`src/rtl/cpu_isa_pkg.sv`:
```
// Shared ISA definitions: instruction formats, key opcodes, field positions
// and a helper that slices a MIPS-style 32-bit word into its decoded fields.
package cpu_isa_pkg;

   typedef enum logic [1:0] {
      FMT_R = 2'd0,
      FMT_I = 2'd1,
      FMT_J = 2'd2
   } fmt_t;

   localparam logic [5:0] OP_RTYPE = 6'h00;
   localparam logic [5:0] OP_J     = 6'h02;
   localparam logic [5:0] OP_JAL   = 6'h03;

   // Least-significant bit of each field in the 32-bit encoding
   localparam int OPCODE_LSB = 26;
   localparam int RS_LSB     = 21;
   localparam int RT_LSB     = 16;
   localparam int RD_LSB     = 11;
   localparam int SHAMT_LSB  = 6;
   localparam int FUNCT_LSB  = 0;
   localparam int JADDR_LSB  = 0;

   typedef struct packed {
      logic [5:0]  opcode;
      logic [4:0]  rs;
      logic [4:0]  rt;
      logic [4:0]  rd;
      logic [4:0]  shamt;
      logic [5:0]  funct;
      logic [25:0] jaddr;
      fmt_t        fmt;
   } fields_t;

   // Pure slicing plus format classification; no state involved
   function automatic fields_t decode_word(input logic [31:0] word);
      fields_t f;
      f.opcode = word[OPCODE_LSB +: 6];
      f.rs     = word[RS_LSB +: 5];
      f.rt     = word[RT_LSB +: 5];
      f.rd     = word[RD_LSB +: 5];
      f.shamt  = word[SHAMT_LSB +: 5];
      f.funct  = word[FUNCT_LSB +: 6];
      f.jaddr  = word[JADDR_LSB +: 26];
      if (f.opcode == OP_RTYPE)
         f.fmt = FMT_R;
      else if (f.opcode == OP_J || f.opcode == OP_JAL)
         f.fmt = FMT_J;
      else
         f.fmt = FMT_I;
      return f;
   endfunction

endpackage

```
`src/rtl/sync_fifo.sv`:
```
// Generic single-clock FIFO with synchronous flush. The head word is visible
// combinationally on dout so a consumer can capture it on the popping edge.
module sync_fifo #(
   parameter int DATA_W = 32,
   parameter int DEPTH  = 4,
   localparam int CNT_W = $clog2(DEPTH + 1)
) (
   input  logic              clk,
   input  logic              rst,
   input  logic              push,
   input  logic              pop,
   input  logic              flush,
   input  logic [DATA_W-1:0] din,
   output logic [DATA_W-1:0] dout,
   output logic              full,
   output logic              empty,
   output logic [CNT_W-1:0]  count
);

   localparam int PTR_W = $clog2(DEPTH);

   logic [DATA_W-1:0] mem [DEPTH];
   logic [PTR_W-1:0]  wr_ptr;
   logic [PTR_W-1:0]  rd_ptr;
   logic              do_push;
   logic              do_pop;

   // Flush wins over both sides; a full FIFO refuses pushes even when popping
   assign do_push = push && !full && !flush;
   assign do_pop  = pop && !empty && !flush;

   assign full  = (count == CNT_W'(DEPTH));
   assign empty = (count == '0);
   assign dout  = mem[rd_ptr];

   // Storage write at the tail; contents need no reset since count gates use
   always_ff @(posedge clk) begin
      if (do_push)
         mem[wr_ptr] <= din;
   end

   // Pointers wrap naturally because DEPTH is a power of two
   always_ff @(posedge clk) begin
      if (rst || flush) begin
         wr_ptr <= '0;
         rd_ptr <= '0;
      end else begin
         if (do_push)
            wr_ptr <= wr_ptr + 1'b1;
         if (do_pop)
            rd_ptr <= rd_ptr + 1'b1;
      end
   end

   // Occupancy: simultaneous push and pop leaves it unchanged
   always_ff @(posedge clk) begin
      if (rst || flush)
         count <= '0;
      else if (do_push && !do_pop)
         count <= count + CNT_W'(1);
      else if (do_pop && !do_push)
         count <= count - CNT_W'(1);
   end

endmodule

```
`src/rtl/instr_queue_decoder.sv`:
```
// Instruction buffer in front of a registered decoder: fetched words queue in
// a FIFO and each ir_write loads the head word's fields into output registers.
module instr_queue_decoder
   import cpu_isa_pkg::*;
#(
   parameter int DATA_W = 32,
   parameter int DEPTH  = 4,
   parameter int IMM_W  = 16,
   localparam int CNT_W = $clog2(DEPTH + 1)
) (
   input  logic              clk,
   input  logic              rst,
   input  logic              in_valid,
   output logic              in_ready,
   input  logic [DATA_W-1:0] in_instr,
   input  logic              ir_write,
   input  logic              flush,
   output logic              out_valid,
   output logic [5:0]        opcode,
   output logic [4:0]        rs,
   output logic [4:0]        rt,
   output logic [4:0]        rd,
   output logic [4:0]        shamt,
   output logic [5:0]        funct,
   output logic [IMM_W-1:0]  imm,
   output logic [DATA_W-1:0] imm_sext,
   output logic [25:0]       jaddr,
   output logic [1:0]        fmt,
   output logic [CNT_W-1:0]  count
);

   logic [DATA_W-1:0] head_word;
   logic              full;
   logic              empty;
   fields_t           head_fields;
   fields_t           ir_fields;
   logic [IMM_W-1:0]  head_imm;

   sync_fifo #(
      .DATA_W (DATA_W),
      .DEPTH  (DEPTH)
   ) u_fifo (
      .clk   (clk),
      .rst   (rst),
      .push  (in_valid),
      .pop   (ir_write),
      .flush (flush),
      .din   (in_instr),
      .dout  (head_word),
      .full  (full),
      .empty (empty),
      .count (count)
   );

   assign in_ready    = !full;
   assign head_fields = decode_word(head_word[31:0]);
   assign head_imm    = head_word[IMM_W-1:0];

   // Instruction register: loads only on a successful pop, otherwise holds
   always_ff @(posedge clk) begin
      if (rst) begin
         out_valid <= 1'b0;
         ir_fields <= '0;
         imm       <= '0;
         imm_sext  <= '0;
      end else if (flush) begin
         out_valid <= 1'b0;
      end else if (ir_write) begin
         if (!empty) begin
            out_valid <= 1'b1;
            ir_fields <= head_fields;
            imm       <= head_imm;
            imm_sext  <= {{(DATA_W-IMM_W){head_imm[IMM_W-1]}}, head_imm};
         end else begin
            out_valid <= 1'b0;
         end
      end
   end

   assign opcode = ir_fields.opcode;
   assign rs     = ir_fields.rs;
   assign rt     = ir_fields.rt;
   assign rd     = ir_fields.rd;
   assign shamt  = ir_fields.shamt;
   assign funct  = ir_fields.funct;
   assign jaddr  = ir_fields.jaddr;
   assign fmt    = ir_fields.fmt;

endmodule
```
`config.mk`:
```
export PLATFORM = sky130hd
export DESIGN_NAME = instr_queue_decoder
export DESIGN_NICKNAME = d
export VERILOG_FILES = /design/src/rtl/cpu_isa_pkg.sv /design/src/rtl/sync_fifo.sv /design/src/rtl/instr_queue_decoder.sv
export SDC_FILE = /design/constraint.sdc
export NUM_CORES = 1
export LEC_CHECK = 0
export ABC_AREA = 0
export CAP_MARGIN = 25
export CORE_ASPECT_RATIO = 0.5
export CORE_MARGIN = 8
export CORE_UTILIZATION = 55
export DETAILED_ROUTE_END_ITERATION = 8
export HOLD_SLACK_MARGIN = 0.02
export PLACE_DENSITY = 0.95
export REMOVE_ABC_BUFFERS = 1
export SYNTH_ARGS = -nofsm -noshare
export SYNTH_HDL_FRONTEND = slang
export SYNTH_SLANG_ARGS = --single-unit
```
`constraint.sdc`:
```
create_clock -name clk -period 5.9 [get_ports clk]
set_clock_uncertainty 0.15 [all_clocks]
set_input_delay 1.18 -clock clk [delete_from_list [all_inputs] [get_ports clk]]
set_output_delay 1.18 -clock clk [all_outputs]
set_load 0.05 [all_outputs]
```
### Yosys cells after proc, flatten, opt, wreduce, memory -nomap -nowiden

Memories as Yosys holds them, arrays and structs flattened. A register that Yosys moved wholly into a read port is not among the register bits.
Index checks and enable logic that the tools add are counted.

| word-level totals | value |
|---|---|
| register bits after elaboration | 100 |
| bits in writable memories | 128 |
| memories kept | 1 |

Memory list:

| name | words | bits a word | rd ports | clocked after Yosys merged registers in | wr ports | line | RTL |
|---|---|---|---|---|---|---|---|
| u_fifo.mem | 4 | 32 | 1 | 1 | 1 | sync_fifo.sv:22 | `logic [DATA_W-1:0] mem [DEPTH];` |

| cells by class | value |
|---|---|
| $add $sub $neg | 4 |
| equality and inequality tests | 3 |
| muxes and demuxes | 9 |
| bitwise operators | 2 |
| reduce and logical (&&, ||, !) cells | 18 |

Operator list:

| operator | count |
|---|---|
| $eq 6x2->1 const B | 2 |
| $mux 2 | 4 |
| $logic_and 1x1->1 | 6 |
| $logic_not 6->1 | 1 |
| $mux 3 | 2 |
| $logic_not 1->1 | 5 |
| $add 2x1->2 const B | 2 |
| $add 3x1->3 const B | 1 |
| $eq 3x3->1 const B | 1 |
| $logic_not 3->1 | 1 |
| $mux 1 | 3 |
| $reduce_and 3->1 | 1 |
| $sub 3x1->3 const B | 1 |
| $logic_or 1x1->1 | 2 |
| $not 1->1 | 2 |
| $reduce_bool 2->1 | 1 |
| $reduce_or 2->1 | 1 |

### Longest topological paths before layout

Gate-level depths: netlist (run 1).

| depth | value |
|---|---|
| depth after elaboration | 8 |
| depth in mapped cells | 9 |
| mapped depth without buffers | 8 |

### Cells and area by module

A second synthesis (run 1) with hierarchy kept.

| unflattened totals | value |
|---|---|
| cells, all modules | 449 |
| area total of the unflattened synthesis | 6942.9 sq um |

Modules (own cells, without submodules):

| module | times used | cells each | area each (sq um) |
|---|---|---|---|
| sync_fifo | 1 | 221 | 5121.2 |
| instr_queue_decoder | 1 | 228 | 1821.7 |

### Worst setup path after synthesis (run 1)

OpenSTA, ideal clock, no wires.

| path | value |
|---|---|
| path type | input -> register |
| from | input in_valid |
| to | register u_fifo.count[2] |
| arrival time | 2734 ps |
| data required time | 5680 ps |
| slack | 2946 ps |
| stages | 8 |
| buffers on the path | 0 |
| cells stage by stage | inv_1 nor3_1 ha_1 inv_1 fa_1 xor2_1 or3_1 a21oi_1 |

| between the ends | value |
|---|---|
| cells in the longest elaborated chain, start to end | 5 |
| elaborated cells between the ends (all ways) | 7 |
| those cells by class | mux: 1; reduce/logical: 6 |

RTL lines:

| element | line | RTL |
|---|---|---|
| start: declaration | instr_queue_decoder.sv:13 | `input logic in_valid,` |
| $logic_and 1x1->1 (*) (2 in series) | sync_fifo.sv:29 | `assign do_push = push && !full && !flush;` |
| net u_fifo.do_push | sync_fifo.sv:25 | `logic do_push;` |
| $logic_not 1->1 | sync_fifo.sv:61 | `else if (do_pop && !do_push)` |
| $logic_and 1x1->1 | sync_fifo.sv:61 |  |
| $reduce_bool 2->1 (no line) | n/a |  |
| end signal: assignment | sync_fifo.sv:60 | `count <= count + CNT_W'(1);` |
| end signal: assignment | sync_fifo.sv:62 | `count <= count - CNT_W'(1);` |
| end: declaration | sync_fifo.sv:17 | `output logic [CNT_W-1:0] count` |

Mark *: on every way through the listed nets, which the timed path passes. The rest lies on a longest branch.
A chain may end at the register's enable or synchronous reset.

### Worst setup path after layout (run 1)

| path | value |
|---|---|
| from | register u_fifo.count[2] |
| to | output in_ready |

| between the ends | value |
|---|---|
| cells in the longest elaborated chain, start to end | 2 |

RTL lines:

| element | line | RTL |
|---|---|---|
| $eq 3x3->1 | sync_fifo.sv:32 | `assign full = (count == CNT_W'(DEPTH));` |
| $logic_not 1->1 | instr_queue_decoder.sv:55 | `assign in_ready = !full;` |
| end: declaration | instr_queue_decoder.sv:14 | `output logic in_ready,` |

No other way between the ends.

==> results of run 1 <==
## per-stage QoR
step                worst slack, ps  std cells  utilization, %
floorplan                     -2148        356               -
global placement               2272        681           64.44
detailed placement             2090        682           64.60
CTS                            2216        714           69.81
global route                   2139        714           69.81
finish                         2202        714           69.81
## path summary, 6_finish.rpt
kind	slack, ps	from	cells past startpoint	endpoint
min reg2reg	330	u_fifo.rd_ptr[1]	2	u_fifo.rd_ptr[1]
max	2200	u_fifo.count[2]	3	in_ready
min	330	u_fifo.rd_ptr[1]	2	u_fifo.rd_ptr[1]
max reg2reg	3150	u_fifo.count[0]	9	u_fifo.count[2]
## registers in the layout, indices dropped and copies added (netlist names), named ones only
register	flops
u_fifo.rd_ptr	2
fmt	2
rt	4
imm_sext	15
opcode	6
u_fifo.count	3
rs	5
u_fifo.mem	128
u_fifo.wr_ptr	2
jaddr	2
out_valid	1
## power by group
group | total (mW) | internal (mW) | switching, mW
Clock | 1.25 | 0.763 | 0.482
Sequential | 1.34 | 1.32 | 0.0156
Combinational | 0.251 | 0.0847 | 0.167
Total | 2.84 | 2.17 | 0.664
## layer usage
metal	up-vias	track usage, %	part of all wire [%]
li1	1805	-	-
met1	2137	22.07	34
met2	246	39.50	54
met3	62	4.699	6.6
met4	0	12.47	4.8
met5	-	0	0
## critical path: stages, from the launching register on
cell and delay (ps):
dfxtp_1 410, nor3b_1 540, inv_1 210, clkdlybuf4s50_1 770
## cell families after synthesis
family,count (synthesis)
adder cells (fa/ha/maj),6
buffers and inverters,108
AO/OA/AOI/OAI,79
multiplexers,33
AND/OR/NAND/NOR,58
flip-flops,172
XOR/XNOR,2
## cells in the final DEF, fill, tap and decap left out, types with 8 or more instances in the layout
master / instances
clkbuf_16: 17
mux4_1: 8
mux4_2: 24
clkdlybuf4s50_1: 149
o21ai_0: 36
edfxtp_1: 128
a21oi_1: 39
dfxtp_1: 43
nand3_1: 35
## final cells by class
type,count,area (um2)
repair buffers,156,1556
fillers,716,3790
multi-input cells,178,1593
clock buffers,18,439.2
clock inverters,14,215.2
flip-flops and latches,172,4726
well taps,170,212.7
inverters,6,22.52
==> flow_summary.json, run 1 <==
{
  "dieArea_um2": 16860,
  "status": "finished, final reports clean",
  "cts_resized": 0,
  "end_kind": "output pin",
  "ys_ff_latch": 172,
  "hpwlAfterDp_mm": 10.18,
  "clk_pin_slew_ps": 60,
  "syn2layout_area_growth_pct": 24.78,
  "max_cap_violations": 0,
  "design_power_total_mw": 2.835,
  "synthSimpleGateAreaFrac_pct": 4.418,
  "dpl_cell_area_um2": 8110,
  "clock.fmax_mhz": 270.4,
  "nets": 574,
  "grt_pass1_vias": 4391,
  "netlist_area_um2": 7024,
  "slew_headroom_pct": 38.74,
  "synth_most_common_cell": "edfxtp_1",
  "async_flop_share_pct": 0,
  "arrival_ps": 2370,
  "synth-edff-count": 128,
  "holdCritPathClass": "reg -> reg",
  "cts.sinks": 172,
  "track_usage_pct": 21.07,
  "finalHoldViolations": 0,
  "layout-drive-gt1-share_pct": 13.05,
  "post-route-min-period_ps": 3698,
  "synth-xor-area-share_pct": 0.2494,
  "globalplace.congestion": 0.7595,
  "antenna_found_initial": 0,
  "peakVddDrop_uv": 197.6,
  "cts_tree": "done",
  "ys_top_cells_by_count": "edfxtp_1 (128), buf_4 (76), dfxtp_1 (44)",
  "whs_ps": 333.9,
  "drt_iter0_markers": 453,
  "grt_max_degree": 39,
  "p_leak_nw": 2.786,
  "slew_violations": 0,
  "synth.avg_cell_area_um2": 15.34,
  "cts_max_level": 4,
  "setup_tns_ps": 0,
  "clockBufferDepth": 2,
  "routed_wl_mm": 17.83,
  "postSynthCellCount": 458,
  "io_buffers": 149,
  "overflow": 0,
  "yosysTopAreaCellShare_pct": 54.72,
  "vias_per_cell": 5.952,
  "clk_latency_ps": 430,
  "synth_fa_ha_area_share_pct": 1.176,
  "initial_core_util_pct": 55.95,
  "cts_hold_buf": 0,
  "synth.top_cells.by_area": "edfxtp_1 (55%), dfxtp_1 (13%), buf_4 (8.1%)",
  "cp-start-kind": "flop",
  "synth_mux_area_share_pct": 10.83,
  "wl_per_cell_um": 24.97,
  "die_width_um": 175.8,
  "row_count": 29,
  "diodes": 0,
  "finish.instance_area_um2": 8765,
  "pwr_density_cell_nw_per_um2": 323.5,
  "rsz0062_at_grt": "no",
  "synth_area_leader_cell": "edfxtp_1",
  "cts_setup_buffers": 0,
  "synth_compound_area_share_pct": 5.825,
  "grt_pass1_wl_mm": 26.29,
  "drtPass1Iterations": 5,
  "cts-root-buf": "clkbuf_16",
  "ant_nets": 0,
  "core-area_um2": 12550,
  "synth_top_family_by_area": "multiplexers",
  "die_y_um": 95.91,
  "cts_buffers": 17,
  "seq_area_frac_synth_pct": 67.26,
  "finalSetupViolCount": 0,
  "remaining_drc_errors": 0,
  "fin_crit_sh_pct": 62.67,
  "critical_path_class": "reg -> out",
  "worst_pin_slew_ps": 918.9,
  "synth_warnings": 0,
  "cp_max_fo": 6,
  "io_pins": 150,
  "dr_total_vias": 4250,
  "required_ps": 4570,
  "synth_cell_types": 33,
  "ys.flop_type": "edfxtp_1"
}
Power figures use the tool's default switching activity.
==> inputs of run 2 (changes only) <==
- CORE_UTILIZATION: 55 -> 51
- PLACE_DENSITY: 0.95 -> 0.9
- clock period: 5.9 -> 3.85 ns (I/O delays scaled with it)
==> flow_summary.json, run 2 (synthesized netlist as in run 1, its figures left out) <==
{
  "use_met2_pct": 35.82,
  "grt_pass1_wl_mm": 27.14,
  "io_pins": 150,
  "critPathTopFamily": "buffers and inverters",
  "track_usage_pct": 20.02,
  "slew_violations": 0,
  "core-area_um2": 13510,
  "grt_max_degree": 35,
  "cp_cell_sequence": "nor3b_1, inv_1, clkdlybuf4s50_1",
  "multi_input_area_um2": 1590,
  "critical_path_class": "reg -> out",
  "fin_cells": 726,
  "cts_resized": 0,
  "io_buffers": 149,
  "ant_nets": 0,
  "path_buf_inv": 2,
  "placedCellCount": 694,
  "post-place-ws_ps": 493.9,
  "initial_core_util_pct": 51.98,
  "remaining_drc_errors": 0,
  "setup_tns_ps": 0,
  "max_cap_violations": 0,
  "arrival_ps": 2350,
  "r2r_cells": 8,
  "post-route-min-period_ps": 3273,
  "fillCellCount": 821,
  "cts_setup_buffers": 0,
  "syn2layout_area_growth_pct": 24.44,
  "final_cell_mix": "clkdlybuf4s50_1 (149), edfxtp_1 (128), dfxtp_1 (43)",
  "hpwlAfterDp_mm": 10.86,
  "cts_hold_buf": 0,
  "layout-drive-gt1-share_pct": 13.09,
  "die_y_um": 98.99,
  "wl_per_cell_um": 24.99,
  "clock.fmax_mhz": 305.5,
  "status": "finished, final reports clean",
  "globalplace.congestion": 0.7031,
  "cp-start-kind": "flop",
  "met1_usage_pct": 20.99,
  "pwr_density_cell_nw_per_um2": 477.0,
  "end_kind": "output pin",
  "utilization_pct": 64.69,
  "p_leak_nw": 2.794,
  "routed_wl_mm": 18.15,
  "worst_slack_ps": 577.2,
  "overflow": 0,
  "drtPass1Iterations": 5,
  "fin_crit_sh_pct": 85.01,
  "worst_pin_slew_ps": 736.6,
  "crit_cells": 3,
  "cts_max_level": 4,
  "finalSetupViolCount": 0,
  "peakVddDrop_uv": 387.3,
  "die_width_um": 182.0,
  "drt_iter0_markers": 354,
  "clk_pin_slew_ps": 70,
  "busiest_layer": "met2",
  "cts_buffers": 17,
  "slowest_delay_ps": 760,
  "antenna_found_initial": 0,
  "seq_area_um2": 4726,
  "holdPathStages": 2,
  "crit_path_top_delay_cell": "clkdlybuf4s50_1",
  "largest_reg_flops": 128,
  "cts.sinks": 172,
  "clockBufferDepth": 2,
  "rsz0062_at_grt": "no",
  "row_count": 30,
  "cts_tree": "done",
  "layout_commonest_cell": "clkdlybuf4s50_1",
  "finalHoldViolations": 0,
  "cts-root-buf": "clkbuf_16",
  "cp_max_fo": 6,
  "use_met3_pct": 4.222,
  "dieArea_um2": 18010,
  "grt_pass1_vias": 4498,
  "nets": 580,
  "dr_total_vias": 4313,
  "diodes": 0,
  "holdCritPathClass": "reg -> reg",
  "top_register": "u_fifo.mem",
  "clk_latency_ps": 430,
  "vias_per_cell": 5.941,
  "required_ps": 2930,
  "slew_headroom_pct": 50.90
}
## run 2: changes by cell type in the layout (fill, tap and decap cells not counted), sizes merged
cell and change:
inv -2, clkinvlp -3, clkinv +5, clkbuf +2, bufinv -2, buf +6
## run 2: power breakdown
part | total [mW] | internal [mW] | switching, mW
Sequential | 2.05 | 2.03 | 0.0232
Clock | 1.73 | 1.03 | 0.695
Combinational | 0.390 | 0.133 | 0.258
Total | 4.17 | 3.19 | 0.976
## run 2: final timing paths
| path | startpoint | end | slack [ps] |
|---|---|---|---|
| max | u_fifo.count[2] | in_ready | 580 |
| max reg2reg | u_fifo.count[0] | u_fifo.count[2] | 1130 |
| min | opcode[2] | opcode[2] | 340 |
| min reg2reg | opcode[2] | opcode[2] | 340 |
## run 2: worst min-delay path: stages (launching register included)
cell     delay, ps
dfxtp_1        310
o21ai_0         70
a21oi_1         60
## run 2: stage by stage
step	instance area (um2)	hold WS (ps)	power [mW]
final	8741	339.9	4.169
after global placement	8148	313.3	2.452
after floorplan	6327	302.9	2.288
after global routing	8741	384.3	4.262
after CTS	8741	340.6	4.178
after detailed placement	8148	331.9	2.470
## run 2: cell type report
type | instances | area share [%]
sequential | 172 | 54.07
multi-input combinational | 178 | 18.19
timing repair buffer | 162 | 18.18
clock buffer | 20 | 5.110
tap | 176 | 2.519
clock inverter | 12 | 1.675
inverter | 6 | 0.2577
## run 2: per-layer routing
metal	share of wire [%]	wire (um)
met1	34	6183
met2	53	9600
met3	7.8	1418
met4	5.2	943
met5	0	0
